<file path="config.mk">
export PLATFORM = sky130hd
export DESIGN_NAME = trap_controller
export DESIGN_NICKNAME = d
export VERILOG_FILES = /design/src/rtl/trap_controller.sv
export SDC_FILE = /design/constraint.sdc
export NUM_CORES = 1
export LEC_CHECK = 0
export ABC_AREA = 1
export BUFFER_PORTS_ARGS = -buffer_cell sky130_fd_sc_hd__clkbuf_2
export CAP_MARGIN = 20
export CORE_AREA = 2 2 133 135
export CTS_CLUSTER_SIZE = 25
export DETAILED_ROUTE_END_ITERATION = 8
export DIE_AREA = 0 0 135 137
export PLACE_DENSITY_LB_ADDON = 0.2
export SYNTH_ARGS = -nofsm -noshare
export SYNTH_HDL_FRONTEND = slang
export SYNTH_SLANG_ARGS = --single-unit
</file>
<file path="constraint.sdc">
create_clock -name clk -period 4.19 [get_ports clk]
set_input_delay 0.838 -clock clk [delete_from_list [all_inputs] [get_ports clk]]
set_output_delay 0.838 -clock clk [all_outputs]
set_load 0.05 [all_outputs]
</file>
<file path="src/rtl/trap_controller.sv">
// Trap sequencer: saves mepc/mcause on exceptions, reads mtvec/mepc for redirects,
// and runs the I-cache flush handshake for FENCE.I before a one-cycle redirect strobe.
module trap_controller (
  input  logic        clk,
  input  logic        reset,
  input  logic        trapped,
  input  logic [2:0]  trap_status,
  input  logic [31:0] pc,
  input  logic [31:0] csr_read_data,
  input  logic        ic_clean_done,
  output logic        csr_write_enable,
  output logic [11:0] csr_write_address,
  output logic [31:0] csr_write_data,
  output logic [11:0] csr_read_address,
  output logic        ic_clean,
  output logic        trap_stall,
  output logic        trap_done,
  output logic [31:0] trap_target
);

  localparam int unsigned XLEN      = 32;
  localparam int unsigned CSR_AW    = 12;
  localparam int unsigned CAUSE_W   = 4;

  // Trap kind encodings shared with the exception-detection stage.
  localparam logic [2:0] TRAP_NONE       = 3'd0;
  localparam logic [2:0] TRAP_EBREAK     = 3'd1;
  localparam logic [2:0] TRAP_ECALL      = 3'd2;
  localparam logic [2:0] TRAP_MISALIGNED = 3'd3;
  localparam logic [2:0] TRAP_MRET       = 3'd4;
  localparam logic [2:0] TRAP_FENCEI     = 3'd5;

  localparam logic [CSR_AW-1:0] CSR_MTVEC  = 12'h305;
  localparam logic [CSR_AW-1:0] CSR_MEPC   = 12'h341;
  localparam logic [CSR_AW-1:0] CSR_MCAUSE = 12'h342;

  localparam logic [CAUSE_W-1:0] CAUSE_MISALIGNED = 4'd0;
  localparam logic [CAUSE_W-1:0] CAUSE_EBREAK     = 4'd3;
  localparam logic [CAUSE_W-1:0] CAUSE_ECALL      = 4'd11;

  typedef enum logic [2:0] {
    S_IDLE,
    S_WRITE_MEPC,
    S_WRITE_MCAUSE,
    S_READ_MTVEC,
    S_READ_MEPC,
    S_FLUSH,
    S_DONE
  } state_e;

  state_e              state_q, state_d;
  logic [XLEN-1:0]     pc_q, pc_d;
  logic [CAUSE_W-1:0]  cause_q, cause_d;
  logic [XLEN-1:0]     target_q, target_d;

  logic                wr_en_c;
  logic [CSR_AW-1:0]   wr_addr_c;
  logic [XLEN-1:0]     wr_data_c;
  logic [CSR_AW-1:0]   rd_addr_c;
  logic                ic_clean_c;
  logic                stall_c;
  logic                done_c;

  // Next-state and state-decoded outputs.
  always_comb begin
    state_d    = state_q;
    pc_d       = pc_q;
    cause_d    = cause_q;
    target_d   = target_q;
    wr_en_c    = 1'b0;
    wr_addr_c  = '0;
    wr_data_c  = '0;
    rd_addr_c  = '0;
    ic_clean_c = 1'b0;
    stall_c    = 1'b0;
    done_c     = 1'b0;

    case (state_q)
      S_IDLE: begin
        if (trapped) begin
          case (trap_status)
            TRAP_ECALL: begin
              pc_d    = pc;
              cause_d = CAUSE_ECALL;
              state_d = S_WRITE_MEPC;
              stall_c = 1'b1;
            end
            TRAP_EBREAK: begin
              pc_d    = pc;
              cause_d = CAUSE_EBREAK;
              state_d = S_WRITE_MEPC;
              stall_c = 1'b1;
            end
            TRAP_MISALIGNED: begin
              pc_d    = pc;
              cause_d = CAUSE_MISALIGNED;
              state_d = S_WRITE_MEPC;
              stall_c = 1'b1;
            end
            TRAP_MRET: begin
              state_d = S_READ_MEPC;
              stall_c = 1'b1;
            end
            TRAP_FENCEI: begin
              pc_d    = pc;
              state_d = S_FLUSH;
              stall_c = 1'b1;
            end
            default: state_d = S_IDLE;
          endcase
        end
      end
      S_WRITE_MEPC: begin
        wr_en_c   = 1'b1;
        wr_addr_c = CSR_MEPC;
        wr_data_c = pc_q;
        stall_c   = 1'b1;
        state_d   = S_WRITE_MCAUSE;
      end
      S_WRITE_MCAUSE: begin
        wr_en_c   = 1'b1;
        wr_addr_c = CSR_MCAUSE;
        wr_data_c = XLEN'(cause_q);
        stall_c   = 1'b1;
        state_d   = S_READ_MTVEC;
      end
      S_READ_MTVEC: begin
        // Direct mode only: mode bits of mtvec are dropped from the target.
        rd_addr_c = CSR_MTVEC;
        target_d  = {csr_read_data[XLEN-1:2], 2'b00};
        stall_c   = 1'b1;
        state_d   = S_DONE;
      end
      S_READ_MEPC: begin
        rd_addr_c = CSR_MEPC;
        target_d  = csr_read_data;
        stall_c   = 1'b1;
        state_d   = S_DONE;
      end
      S_FLUSH: begin
        ic_clean_c = 1'b1;
        stall_c    = 1'b1;
        if (ic_clean_done) begin
          target_d = pc_q + XLEN'(4);
          state_d  = S_DONE;
        end
      end
      S_DONE: begin
        done_c  = 1'b1;
        state_d = S_IDLE;
      end
      default: state_d = S_IDLE;
    endcase
  end

  always_ff @(posedge clk) begin
    if (reset) begin
      state_q  <= S_IDLE;
      pc_q     <= '0;
      cause_q  <= '0;
      target_q <= '0;
    end else begin
      state_q  <= state_d;
      pc_q     <= pc_d;
      cause_q  <= cause_d;
      target_q <= target_d;
    end
  end

  // Reset blanks every output in the same cycle, aborting any in-flight sequence.
  assign csr_write_enable  = ~reset & wr_en_c;
  assign csr_write_address = reset ? '0 : wr_addr_c;
  assign csr_write_data    = reset ? '0 : wr_data_c;
  assign csr_read_address  = reset ? '0 : rd_addr_c;
  assign ic_clean          = ~reset & ic_clean_c;
  assign trap_stall        = ~reset & stall_c;
  assign trap_done         = ~reset & done_c;
  assign trap_target       = reset ? '0 : target_q;

endmodule

</file>
# Word-level counts from Yosys, hierarchy flattened
# Index checks and enable logic that the tools add are counted.
[word_totals] output_inout_bits=92 ff_bits=71 elab_cells=56
[classes] n_eq_ne=13 bitwise=5 addsub=1 mux=20 n_reduce_logical=13
[ops] cell="32-bit 2-to-1 mux" count=3
[ops] cell="32-bit case mux with 3 select lines" count=1
[ops] cell="32-bit case mux with 2 select lines" count=1
[ops] cell="10-bit case mux with 2 select lines" count=2
[ops] cell="32-bit by 3-bit adder with 32-bit output, second input constant" count=1
[ops] cell="12-bit 2-to-1 mux" count=2
[ops] cell="3-bit equality test, second input constant" count=5
[ops] cell="3-bit case mux with 5 select lines" count=1
[ops] cell="3-bit by 2-bit equality test with 1-bit output, second input constant" count=4
[ops] cell="4-bit case mux with 3 select lines" count=1
[ops] cell="5-bit OR reduction" count=2
[ops] cell="3-bit case mux with 3 select lines" count=1
[ops] cell="3-bit by 1-bit equality test with 1-bit output, second input constant" count=2
[ops] cell="3-bit 2-to-1 mux" count=2
[ops] cell="3-bit AND reduction" count=2
[ops] cell="3-bit nonzero test" count=2
[ops] cell="1-bit 2-to-1 mux" count=5
[ops] cell="1-bit bitwise AND" count=4
[ops] cell="2-bit != test, second input constant" count=2
[ops] cell="2-bit AND reduction" count=2
[ops] cell="2-bit OR reduction" count=2
[ops] cell="4-bit OR reduction" count=1
[ops] cell="3-bit zero test" count=1
[ops] cell="3-bit OR reduction" count=1
[ops] cell="2 further kinds" count=2

# Logic depth before layout (Yosys ltp)
[logic_depth] word_depth=6 depth_mapped=11

# Worst setup path after synthesis
# No wires, ideal clock.
[synth_path] path_kind="input-to-output" from="in reset" to="out csr_write_data[1]" t_arrival_ps=3246 slack_ps=106 stages=5 cell_sequence="clkbuf_1 -> nor2_1 -> inv_1 -> clkbuf_1 -> o21ai_0"
[synth_via] elab_chain_cells=1
[synth_rtl] item="start, declared" line_no="5" text="input logic reset,"
[synth_rtl] item="32-bit 2-to-1 mux" line_no="173" text="assign csr_write_data = reset ? '0 : wr_data_c;"
[synth_rtl] item="end, declared" line_no="13" text="output logic [31:0] csr_write_data,"
# Every way passes these cells.

# Worst setup path in the final report
# Same ends and word-level chain as after synthesis.

==> flow_summary.ini <==
[drt]
vias_per_cell = 4.21
wirelength_um = 14300
ant_nets = 0
post-route-drc-count = 0
drt-initial-drc-count = 257
wl_per_cell_um = 13.3
dr_total_vias = 4522
first_pass_iters = 4

[sta]
skew_ps = 6.22
fin_crit_ps = 3050
finalHoldViolCount = 0
rsz0062_at_grt = false
fin_crit_sh_pct = 72.8
fmax_ghz = 0.328
slew_viol_final = 0
maxSlewHeadroom_pct = 36.7
tightest_slew_ps = 946
holdWs_ps = 453
fin_setup_tns_ps = 0
setup_viol = 0

[logic_synthesis]
yosysMostFrequentCell = nand2_1
yosys.area.top_type = dfxtp_1
syn_inst = 718
synthFlopType = dfxtp_1
synth-async-reset-ratio_pct = 0
synth_top_cell_area_share_pct = 32.9
synth_common_cells = nand2_1, nor2_1, inv_1
synth_area_leaders = dfxtp_1, nand2_1, nor2_1, inv_1, o21ai_0
netlist_area_um2 = 4200
synth-seq-cells = 69
avgSynthCellArea_um2 = 5.86
ys_warn_count = 0
synth_cell_types = 31
synth-edff-count = 0
ys_seq_area_share_pct = 32.9

[critical_path]
critPathArrivalTime_ps = 2210
startpoint_type = primary input
required_ps = 3350
critical_path_class = in2out
endpoint_kind = output pin
worst-r2r-cell-count = 8
cp_max_fo = 31

[clock_network]
numCtsBuffers = 9
clock-sinks = 69
cts_hold_buf = 0
postCtsResizedCells = 0
ctsHtreeMaxLevel = 3
clock_latency_ps = 340
clkTransAtPathRegs_ps = 50
post_cts_buffers = 0
clk_path_buf_depth = 2
cts_tree = done
root_buffer = clkbuf_16

[die]
fp.dieArea_um2 = 18500
start_util_pct = 24.6
pin_count = 163
fp-row-count = 48
core_region_area_um2 = 17100
die_h_um = 137
dieWidth_um = 135

[power]
ir_drop_mv = 0.252
power_leakage_nw = 2.38
p_comb_share_pct = 41.4
p_sw_share_pct = 46.2
internal_power_w = 0.00152
clkPwrFrac_pct = 25.3
p_per_area_nw_per_um2 = 532
seq_power_share_pct = 33.3
p_switching_w = 0.00131

[layout]
finalNetCount = 917
finalInstanceArea_um2 = 5310
diodes = 0
area_growth_pct = 26.2
final_cells = 1075
drive_gt1_share_pct = 20.8

[global_route]
grt_start_max_net_pins = 60
grt_pass1_wl_um = 22000
antenna_found_initial = 0
grt.total_usage_pct = 15.4
grt.overflow.total = 0
grt_pass1_vias = 4081

[run_status]
status = complete, no violations

[min_path]
hold_path.class = reg2reg
hold_depth = 2

[place]
hpwlAfterDp_um = 11300
port_buffers = 148
placed_cells = 1059
dpl_cell_area_um2 = 5030
gp_congestion = 0.841

[flow_run]
drv_cap = 0
[cell usage in the layout, fill, tap and decap left out, drive strengths merged]
master,instances
buf,5
inv,86
dfxtp,69
a31oi,1
nor3,3
conb,14
o211ai,2
xor2,5
o21a,1
and2,1
clkinv,4
a21oi,56
nand3,28
o21ai,72
clkbuf,158
o2111ai,1
ha,1
or2,1
a22o,1
nand2,182
clkinvlp,2
nand4,1
nor2,154
nor4,2
[registers in the layout, indices dropped and copies added (netlist names)]
| signal | count |
|---|---|
| state_q | 3 |
| cause_q | 2 |
| pc_q | 32 |
| target_q | 32 |
[power by group through the flow]
stage,sequential [W],clock [W],combinational (W)
global placement,0.000951,0,0.00118
finish,0.000940,0.000714,0.00117
global route,0.000965,0.000760,0.00129
floorplan,0.000923,0,0.000952
detailed placement,0.000953,0,0.00117
CTS,0.000940,0.000734,0.00118
[area by class of cell]
class	count	area [µm²]
fill	2054	11700
timing repair buffer	153	778
inverter	86	323
clock buffer	10	239
sequential	69	1380
tap	225	282
clock inverter	6	38.8
multi-input combinational	526	2270
[kinds of logic (layout without fill, tap and decap cells)]
kind of cell    count (synthesis)  count (layout)  synth area share (%)
other cells                     1              14                0.0892
xor+xnor                        5               5                  1.04
flops                          69              69                  32.9
simple gates                  372             372                  34.9
compound gates                134             134                  16.3
fa+ha+maj                       1               1                 0.298
buf+inv                       136             255                  14.5
[metrics by stage]
step,setup slack (ps),power [W],utilization (%)
after floorplan,106,0.00187,-
after global placement,1170,0.00213,29.5
after detailed placement,1090,0.00213,29.5
after CTS,1080,0.00285,31.1
after global routing,873,0.00302,31.1
final,1140,0.00282,31.1
[layer usage]
layer	vias to the layer above	global-route usage, %	share of wire [%]
li1	2459	-	-
met1	1946	23.8	54
met3	10	3.33	5.0
met4	0	3.82	0.78
met5	-	0	0
met2	107	21.1	40
[worst max-delay path, stage by stage]
cell and delay (ps):
clkbuf_2 110, nor2_1 200, inv_1 430, o21ai_0 320, clkbuf_2 310
[final timing paths]
kind	slack (ps)	from	endpoint
worst max-delay path	1140	reset	csr_write_data[1]
worst min-delay path	450	target_q[0]	target_q[0]
worst min register to register	450	target_q[0]	target_q[0]
worst max register to register	1840	state_q[0]	target_q[29]
No activity file was read; power rests on OpenSTA's default activity.
